[config.mk]
export PLATFORM = sky130hd
export DESIGN_NAME = decode_flat
export DESIGN_NICKNAME = d
export VERILOG_FILES = /design/src/rtl/decode_pkg.sv /design/src/rtl/decode_if.sv /design/src/rtl/decode_fields.sv /design/src/rtl/decode.sv /design/src/flat_wrapper.sv
export SDC_FILE = /design/constraint.sdc
export NUM_CORES = 1
export LEC_CHECK = 0
export ABC_AREA = 1
export CAP_MARGIN = 10
export CELL_PAD_IN_SITES_DETAIL_PLACEMENT = 0
export CELL_PAD_IN_SITES_GLOBAL_PLACEMENT = 1
export CORE_ASPECT_RATIO = 0.5
export CORE_MARGIN = 2
export CORE_UTILIZATION = 24
export DETAILED_ROUTE_END_ITERATION = 7
export PLACE_DENSITY = 0.79
export SYNTH_ARGS = -nofsm -noshare
export SYNTH_HDL_FRONTEND = slang
export SYNTH_SLANG_ARGS = --single-unit
[constraint.sdc]
create_clock -name clk -period 0.81 [get_ports clk]
set_input_delay 0.162 -clock clk [delete_from_list [all_inputs] [get_ports clk]]
set_output_delay 0.162 -clock clk [all_outputs]
set_load 0.03 [all_outputs]
[src/rtl/decode_pkg.sv]
// rtl/decode_pkg.sv - shared encodings, field positions and decoded-output type for decode
package decode_pkg;

  typedef enum logic [1:0] {
    OP_DP  = 2'b00,
    OP_MEM = 2'b01,
    OP_BR  = 2'b10,
    OP_UND = 2'b11
  } op_e;

  typedef enum logic [3:0] {
    CMD_AND = 4'h0,
    CMD_EOR = 4'h1,
    CMD_SUB = 4'h2,
    CMD_RSB = 4'h3,
    CMD_ADD = 4'h4,
    CMD_ADC = 4'h5,
    CMD_SBC = 4'h6,
    CMD_RSC = 4'h7,
    CMD_TST = 4'h8,
    CMD_TEQ = 4'h9,
    CMD_CMP = 4'hA,
    CMD_CMN = 4'hB,
    CMD_ORR = 4'hC,
    CMD_MOV = 4'hD,
    CMD_BIC = 4'hE,
    CMD_MVN = 4'hF
  } dp_cmd_e;

  localparam int OP_HI     = 27;
  localparam int OP_LO     = 26;
  localparam int CMD_HI    = 24;
  localparam int CMD_LO    = 21;
  localparam int RN_HI     = 19;
  localparam int RN_LO     = 16;
  localparam int RD_HI     = 15;
  localparam int RD_LO     = 12;
  localparam int RM_HI     = 3;
  localparam int RM_LO     = 0;
  localparam int IMM12_HI  = 11;
  localparam int BR_IMM_HI = 23;
  localparam int P_BIT     = 24;
  localparam int U_BIT     = 23;
  localparam int B_BIT     = 22;
  localparam int L_BIT     = 20;
  localparam int BL_BIT    = 24;

  localparam logic [3:0] LR_IDX = 4'd14;

  typedef struct packed {
    logic [3:0]  rd;
    logic [3:0]  rn;
    logic [3:0]  rm;
    logic [3:0]  funct;
    logic [23:0] imm;
    logic        mem;
    logic        reg_wr;
  } dec_t;

  // Compare-class commands (TST/TEQ/CMP/CMN) only update flags.
  function automatic logic dp_writes_reg(input logic [3:0] cmd);
    return !((cmd >= CMD_TST) && (cmd <= CMD_CMN));
  endfunction

endpackage

[src/rtl/decode_if.sv]
// rtl/decode_if.sv - instruction word in, decoded fields out
interface decode_if;
  logic [31:0] instruction;
  logic [3:0]  rd;
  logic [3:0]  rn;
  logic [3:0]  rm;
  logic [3:0]  funct;
  logic [23:0] imm;
  logic        MEM;
  logic        REG_WR;

  modport master (
    output instruction,
    input  rd, rn, rm, funct, imm, MEM, REG_WR
  );

  modport slave (
    input  instruction,
    output rd, rn, rm, funct, imm, MEM, REG_WR
  );
endinterface

[src/rtl/decode_fields.sv]
// rtl/decode_fields.sv - combinational split of an instruction word into decoded fields
module decode_fields
  import decode_pkg::*;
(
  input  logic [31:0] instruction,
  output dec_t        dec
);

  op_e        op;
  logic [3:0] cmd;
  logic       unused_bits;

  assign op  = op_e'(instruction[OP_HI:OP_LO]);
  assign cmd = instruction[CMD_HI:CMD_LO];

  // Condition field and I bit are resolved downstream.
  assign unused_bits = ^{instruction[31:28], instruction[25]};

  always_comb begin
    dec = '0;
    case (op)
      OP_DP: begin
        dec.funct  = cmd;
        dec.rn     = instruction[RN_HI:RN_LO];
        dec.rd     = instruction[RD_HI:RD_LO];
        dec.rm     = instruction[RM_HI:RM_LO];
        dec.imm    = {12'b0, instruction[IMM12_HI:0]};
        dec.reg_wr = dp_writes_reg(cmd);
      end
      OP_MEM: begin
        dec.funct  = {instruction[P_BIT], instruction[U_BIT],
                      instruction[B_BIT], instruction[L_BIT]};
        dec.rn     = instruction[RN_HI:RN_LO];
        dec.rd     = instruction[RD_HI:RD_LO];
        dec.rm     = instruction[RM_HI:RM_LO];
        dec.imm    = {12'b0, instruction[IMM12_HI:0]};
        dec.mem    = 1'b1;
        dec.reg_wr = instruction[L_BIT];
      end
      OP_BR: begin
        dec.funct = {instruction[BL_BIT], 3'b000};
        dec.imm   = instruction[BR_IMM_HI:0];
        if (instruction[BL_BIT]) begin
          dec.rd     = LR_IDX;
          dec.reg_wr = 1'b1;
        end
      end
      default: dec = '0;
    endcase
  end

endmodule

[src/rtl/decode.sv]
// rtl/decode.sv - registered ARM-subset instruction decoder, one-cycle latency
module decode
  import decode_pkg::*;
(
  input  logic    clk,
  input  logic    rst,
  decode_if.slave bus
);

  dec_t next_dec;
  dec_t dec_q;

  decode_fields u_fields (
    .instruction (bus.instruction),
    .dec         (next_dec)
  );

  always_ff @(posedge clk) begin
    if (!rst) begin
      dec_q <= '0;
    end else begin
      dec_q <= next_dec;
    end
  end

  assign bus.rd     = dec_q.rd;
  assign bus.rn     = dec_q.rn;
  assign bus.rm     = dec_q.rm;
  assign bus.funct  = dec_q.funct;
  assign bus.imm    = dec_q.imm;
  assign bus.MEM    = dec_q.mem;
  assign bus.REG_WR = dec_q.reg_wr;

endmodule

[src/flat_wrapper.sv]
// flat-port wrapper written by rule: the top's interface ports become plain ports
module decode_flat import decode_pkg::*;
  (clk, rst, bus_instruction, bus_rd, bus_rn, bus_rm, bus_funct, bus_imm, bus_MEM, bus_REG_WR);
  decode_if bus_i ();
  input  logic clk;
  input  logic rst;
  input wire logic [$bits(bus_i.instruction)-1:0] bus_instruction;
  output wire logic [$bits(bus_i.rd)-1:0] bus_rd;
  output wire logic [$bits(bus_i.rn)-1:0] bus_rn;
  output wire logic [$bits(bus_i.rm)-1:0] bus_rm;
  output wire logic [$bits(bus_i.funct)-1:0] bus_funct;
  output wire logic [$bits(bus_i.imm)-1:0] bus_imm;
  output wire logic [$bits(bus_i.MEM)-1:0] bus_MEM;
  output wire logic [$bits(bus_i.REG_WR)-1:0] bus_REG_WR;
  assign bus_i.instruction = bus_instruction;
  assign bus_rd = bus_i.rd;
  assign bus_rn = bus_i.rn;
  assign bus_rm = bus_i.rm;
  assign bus_funct = bus_i.funct;
  assign bus_imm = bus_i.imm;
  assign bus_MEM = bus_i.MEM;
  assign bus_REG_WR = bus_i.REG_WR;
  decode u_core (.clk(clk), .rst(rst), .bus(bus_i));
endmodule
# ---- Word level (Yosys, flattened, before mapping)
# Index checks and enable logic that the tools add are counted.
dict set report classes {
  order_cmp 2
  n_reduce_logical 5
  mux 6
  eq_ne 2
}
# operator n
set op_table {}
lappend op_table {{case mux 28 bit (3 select lines)} 1}
lappend op_table {{case mux 4 bit (2 select lines)} 1}
lappend op_table {{>= comparator 4 bit (second input constant)} 1}
lappend op_table {{less-or-equal comparator 4 bit (second input constant)} 1}
lappend op_table {{2-to-1 mux 4 bit} 1}
lappend op_table {{case mux 1 bit (3 select lines)} 1}
lappend op_table {{equality test 2 x 1 -> 1 bit (second input constant)} 1}
lappend op_table {{equality test 2 bit (second input constant)} 1}
lappend op_table {{logical NOT 2 bit} 1}
lappend op_table {{2-to-1 mux 1 bit} 2}
lappend op_table {{AND reduction 2 bit} 1}
lappend op_table {{OR reduction 2 bit} 1}
lappend op_table {{logical AND 1 bit} 1}
lappend op_table {{logical NOT 1 bit} 1}
dict set report totals {
  word_cells 22
  output_inout_bits 42
  register_bits 42
  in_bits 34
}

# ---- Longest topological paths before layout
dict set report logic_depth {
  word_depth 4
  depth_mapped 6
  ltp_nobuf 6
}

# ---- By module
# Synthesis repeated with hierarchy kept, for this count alone.
dict set report unflattened {
  hier_cells 213
  hier_area_um2 1599.0
}
# mod cells_each instances seq_area_each_um2 area_each_um2
set modules_own_cells {}
lappend modules_own_cells {decode 131 1 840.8 1223.7}
lappend modules_own_cells {decode_fields 82 1 0.0 375.4}

# ---- Worst setup path after synthesis
# Ideal clock, no wire load.
dict set report synth_timing {
  path_type {input-to-reg}
  start {in bus_instruction[26]}
  end {reg u_core.dec_q, in the netlist u_core.bus.imm[10]}
  n_path_buf 1
  path_slack_ns 0.082
  t_required_ns 0.698
  path_stages 4
  arrival_time_ns 0.616
  path_cell_list {inv_1 > o21ai_2 > buf_4 > nor2_1}
}
dict set report synth_between {
  elab_chain_cells 2
  elab_cells_between_ends 4
}
# item line_no
set synth_lines {}
lappend synth_lines {{start, declared} flat_wrapper.sv:7} ;# input wire logic [$bits(bus_i.instruction)-1:0] bus_instruction;
lappend synth_lines {{equality test 2 bit (tied with other cells)} decode_fields.sv:21} ;# case (op)
lappend synth_lines {{case mux 28 bit (3 select lines) *} decode_fields.sv:21}
lappend synth_lines {{end signal, assigned} decode.sv:22} ;# dec_q <= next_dec;
lappend synth_lines {{end, declared} decode.sv:11} ;# dec_t dec_q;
# Mark *: on every way between the ends. The rest lies on a longest branch, timed or not.
# A chain may end at the register's enable or synchronous reset.

# ---- Worst setup path after layout
dict set report layout_timing {
  start {reg u_core.dec_q, in the netlist u_core.bus.rd[1]}
  end {out bus_rd[1]}
}
# item line_no
set layout_lines {}
lappend layout_lines {{end, declared} flat_wrapper.sv:8} ;# output wire logic [$bits(bus_i.rd)-1:0] bus_rd;
# No word-level cell between the ends.

==> reports/metrics.csv <==
stage,metric,value,unit
routing,WL per Instance,10.63,um
die,Ports,76,
clock_tree,Hold Buf Count CTS,0,
logic_synthesis,Post-synth top cells,"dfxtp_1, nor2_1, inv_1",
global_routing,GRT Util Overall,11.23,%
power,Sw Share,23.92,%
logic_synthesis,mapped cell area,0.001185,sq mm
clock_tree,H-tree depth,2,
timing,max frequency,1105,MHz
timing,Tightest Pin Transition,0.2428,ns
final_layout,fillers,470,
clock_tree,CTS max path bufs,2,
worst_setup_path,family with the most delay on the worst path,flip-flops,
power,internal power,3.401,mW
power,Combinational Power Share,16.1,%
clock_tree,Setup Buffers After CTS,0,
worst_setup_path,Setup crit end kind,primary output,
global_routing,Overflow after GRT,0,
worst_setup_path,"Max FO, Critical Path",1,
outcome,failing checks,negative setup slack,
worst_setup_path,Worst EP required,0.65,ns
die,Initial Utilization,24.47,%
logic_synthesis,Syn. warnings,0,
timing,post-route setup slack,-0.09526,ns
routing,Vias,1072,
worst_setup_path,arrival time at the worst endpoint,0.74,ns
worst_setup_path,crit-path max cell delay,0.33,ns
place,DP Wirelength,2.277,mm
worst_setup_path,CP max stage cell,dfxtp_2,
logic_synthesis,synth unique cells,11,
worst_setup_path,Worst Setup SP,u_core.bus.rd[1],
logic_synthesis,"count leader, synth",dfxtp_1,
die,Core Footprint,0.004842,sq mm
logic_synthesis,Post-Syn Instances,126,
timing,Tmin final,0.9053,ns
logic_synthesis,Synth Register Bits,42,
outcome,run status,"finished, violations left",
run,max cap viols,0,
worst_setup_path,WP buf/inv,1,
clock_tree,root buffer cell,clkbuf_8,
die,Core Rows,18,
logic_synthesis,Synth top area share,70.96,%
logic_synthesis,ys async rst share,0,%
die,DIE WIDTH,103.4,um
global_routing,pin count of the biggest net entering global routing,13,
worst_setup_path,crit path cell chain,buf_6,
hold_path,origin of the worst min-delay path,bus_instruction[24],
die,die area,0.005549,sq mm
power,Cell Pwr Density,1940,mW/mm^2
logic_synthesis,synth top area cells,"dfxtp_1, nor2_1, inv_1, nand3_1, nand2_1",
routing,post-route ant nets,0,
final_layout,area grow syn2layout,94.51,%
timing,Worst slew margin,83.75,%
clock_tree,"Clk pin slew, worst setup/hold paths",0.08,ns
power,clock power share,34.5,%
hold_path,Hold WC Path Type,primary input to flop,
logic_synthesis,post-synth top area cell,dfxtp_1,
final_layout,share of layout cells above drive strength 1,50.47,%
global_routing,vias in the first global route,1038,
final_layout,FF/Latch Area,893.4,sq um
timing,unrepaired setup endpoints after global routing,yes,
place,Buffers on Ports,70,
power,maximum vdd drop,681.0,uV
worst_setup_path,crit path launch type,flop,
logic_synthesis,Mapped Avg Cell Area,9.404,sq um
power,Pleak,1.131,nW
routing,Final Routed Wirelength,3.020,mm
global_routing,first-pass GRT wire length,4.533,mm
routing,DRC,0,
timing,pins over their slew limit,0,
power,sw power,1.069,mW
logic_synthesis,"Primary FF master, synth",dfxtp_1,
power,Total Power,4.471,mW
clock_tree,CTS tree,done,
place,routability cong.,0.7435,
final_layout,Multi-input gate area,226.5,sq um
timing,hold_ws,0.2906,ns
power,Reg power frac,49.4,%
die,die height,53.69,um
final_layout,nets,247,
worst_setup_path,critical path class,flop to primary output,
timing,number of hold violations in the final report,0,
timing,Final setup viols,42,
timing,Final period util,111.8,%
logic_synthesis,Post-synth EDFFs,0,
logic_synthesis,Synthesized Nets,160,
clock_tree,CTS buffer count,5,
routing,vias per inst,3.775,
routing,DRT Pass-1 Iters,4,
logic_synthesis,sequential area share after synthesis,70.96,%
global_routing,initial antenna violation count,0,
clock_tree,# clock sinks,42,
final_layout,# diodes,0,
routing,DRT iter0 DRCs,49,
[power groups by stage]
stage / registers [mW] / logic [mW] / clock network, mW
6_report: 2.21 / 0.719 / 1.54
5_1_grt: 2.22 / 0.768 / 1.69
4_1_cts: 2.21 / 0.728 / 1.59
3_5_place_dp: 2.23 / 0.649 / 0
3_3_place_gp: 2.22 / 0.640 / 0
2_1_floorplan: 2.41 / 0.108 / 0
[worst paths after layout]
check	depth (start not counted)	to	slack, ns
hold / removal	4	u_core.bus.funct[3]	0.29
setup / recovery	1	bus_rd[1]	-0.1
[through the flow]
| step | setup TNS, ns | std cells | instance area [sq um] | util (%) | worst slack, ns |
|---|---|---|---|---|---|
| CTS | -4.009 | 284 | 2302 | 47.55 | -0.1066 |
| global placement | -15.61 | 275 | 1951 | 40.28 | -0.4124 |
| global route | -4.838 | 284 | 2305 | 47.60 | -0.1285 |
| finish | -3.452 | 284 | 2305 | 47.60 | -0.09526 |
| floorplan | 0 | 126 | 1185 | - | 0.08187 |
| detailed placement | -16.23 | 275 | 1951 | 40.28 | -0.4339 |
[layer usage]
metal	global-route usage (%)	up-vias	share of wire, %
li1	-	535	-
met1	12.46	504	42
met2	20.32	31	52
met3	4.026	2	4.9
met4	3.947	0	0.89
met5	0	-	0
[sequential cells by signal, summed over array words and instances (netlist names)]
register           count
u_core.bus.imm        24
u_core.bus.funct       4
u_core.bus.rd          4
u_core.bus.rm          4
u_core.bus.rn          4
u_core.bus.MEM         1
u_core.bus.REG_WR      1
[final cells by class]
type | count | share of cell area [%]
Clock buffer | 8 | 4.777
Inverter | 28 | 4.560
Multi-Input combinational cell | 53 | 9.826
Sequential cell | 42 | 38.76
Tap cell | 70 | 3.800
Timing Repair Buffer | 83 | 38.27
[kinds of logic after synthesis]
family / Yosys count / synth area share, %
buffers and inverters: 31 / 10.56
and+or+nand+nor: 48 / 15.84
DFF: 42 / 70.96
AOI/OAI and AO/OA: 5 / 2.640
[cell usage in the layout, fill, tap and decap left out]
cell             Yosys  final
nor2_1              38     38
nand3_1              4      4
buf_4                2     11
nand2_1              5      5
dfxtp_2              0     42
buf_16               0      1
o21ai_4              0      1
inv_1               28     26
a21boi_0             1      1
buf_6                0     42
dlymetal6s2s_1       0      1
dlygate4sd2_1        0      3
clkdlybuf4s50_1      0     24
o21ai_0              3      3
nand4_1              1      1
clkbuf_8             0      8
buf_12               0      1
inv_2                0      2
[what timing repair did]
item | 4_1_cts | 5_1_grt
resized for setup | 91 | 1
endpoints found under the setup margin | 84 | 46
gates cloned | 1 | 0
pin swaps | 1 | 0
No activity file was read; power rests on OpenSTA's default activity.
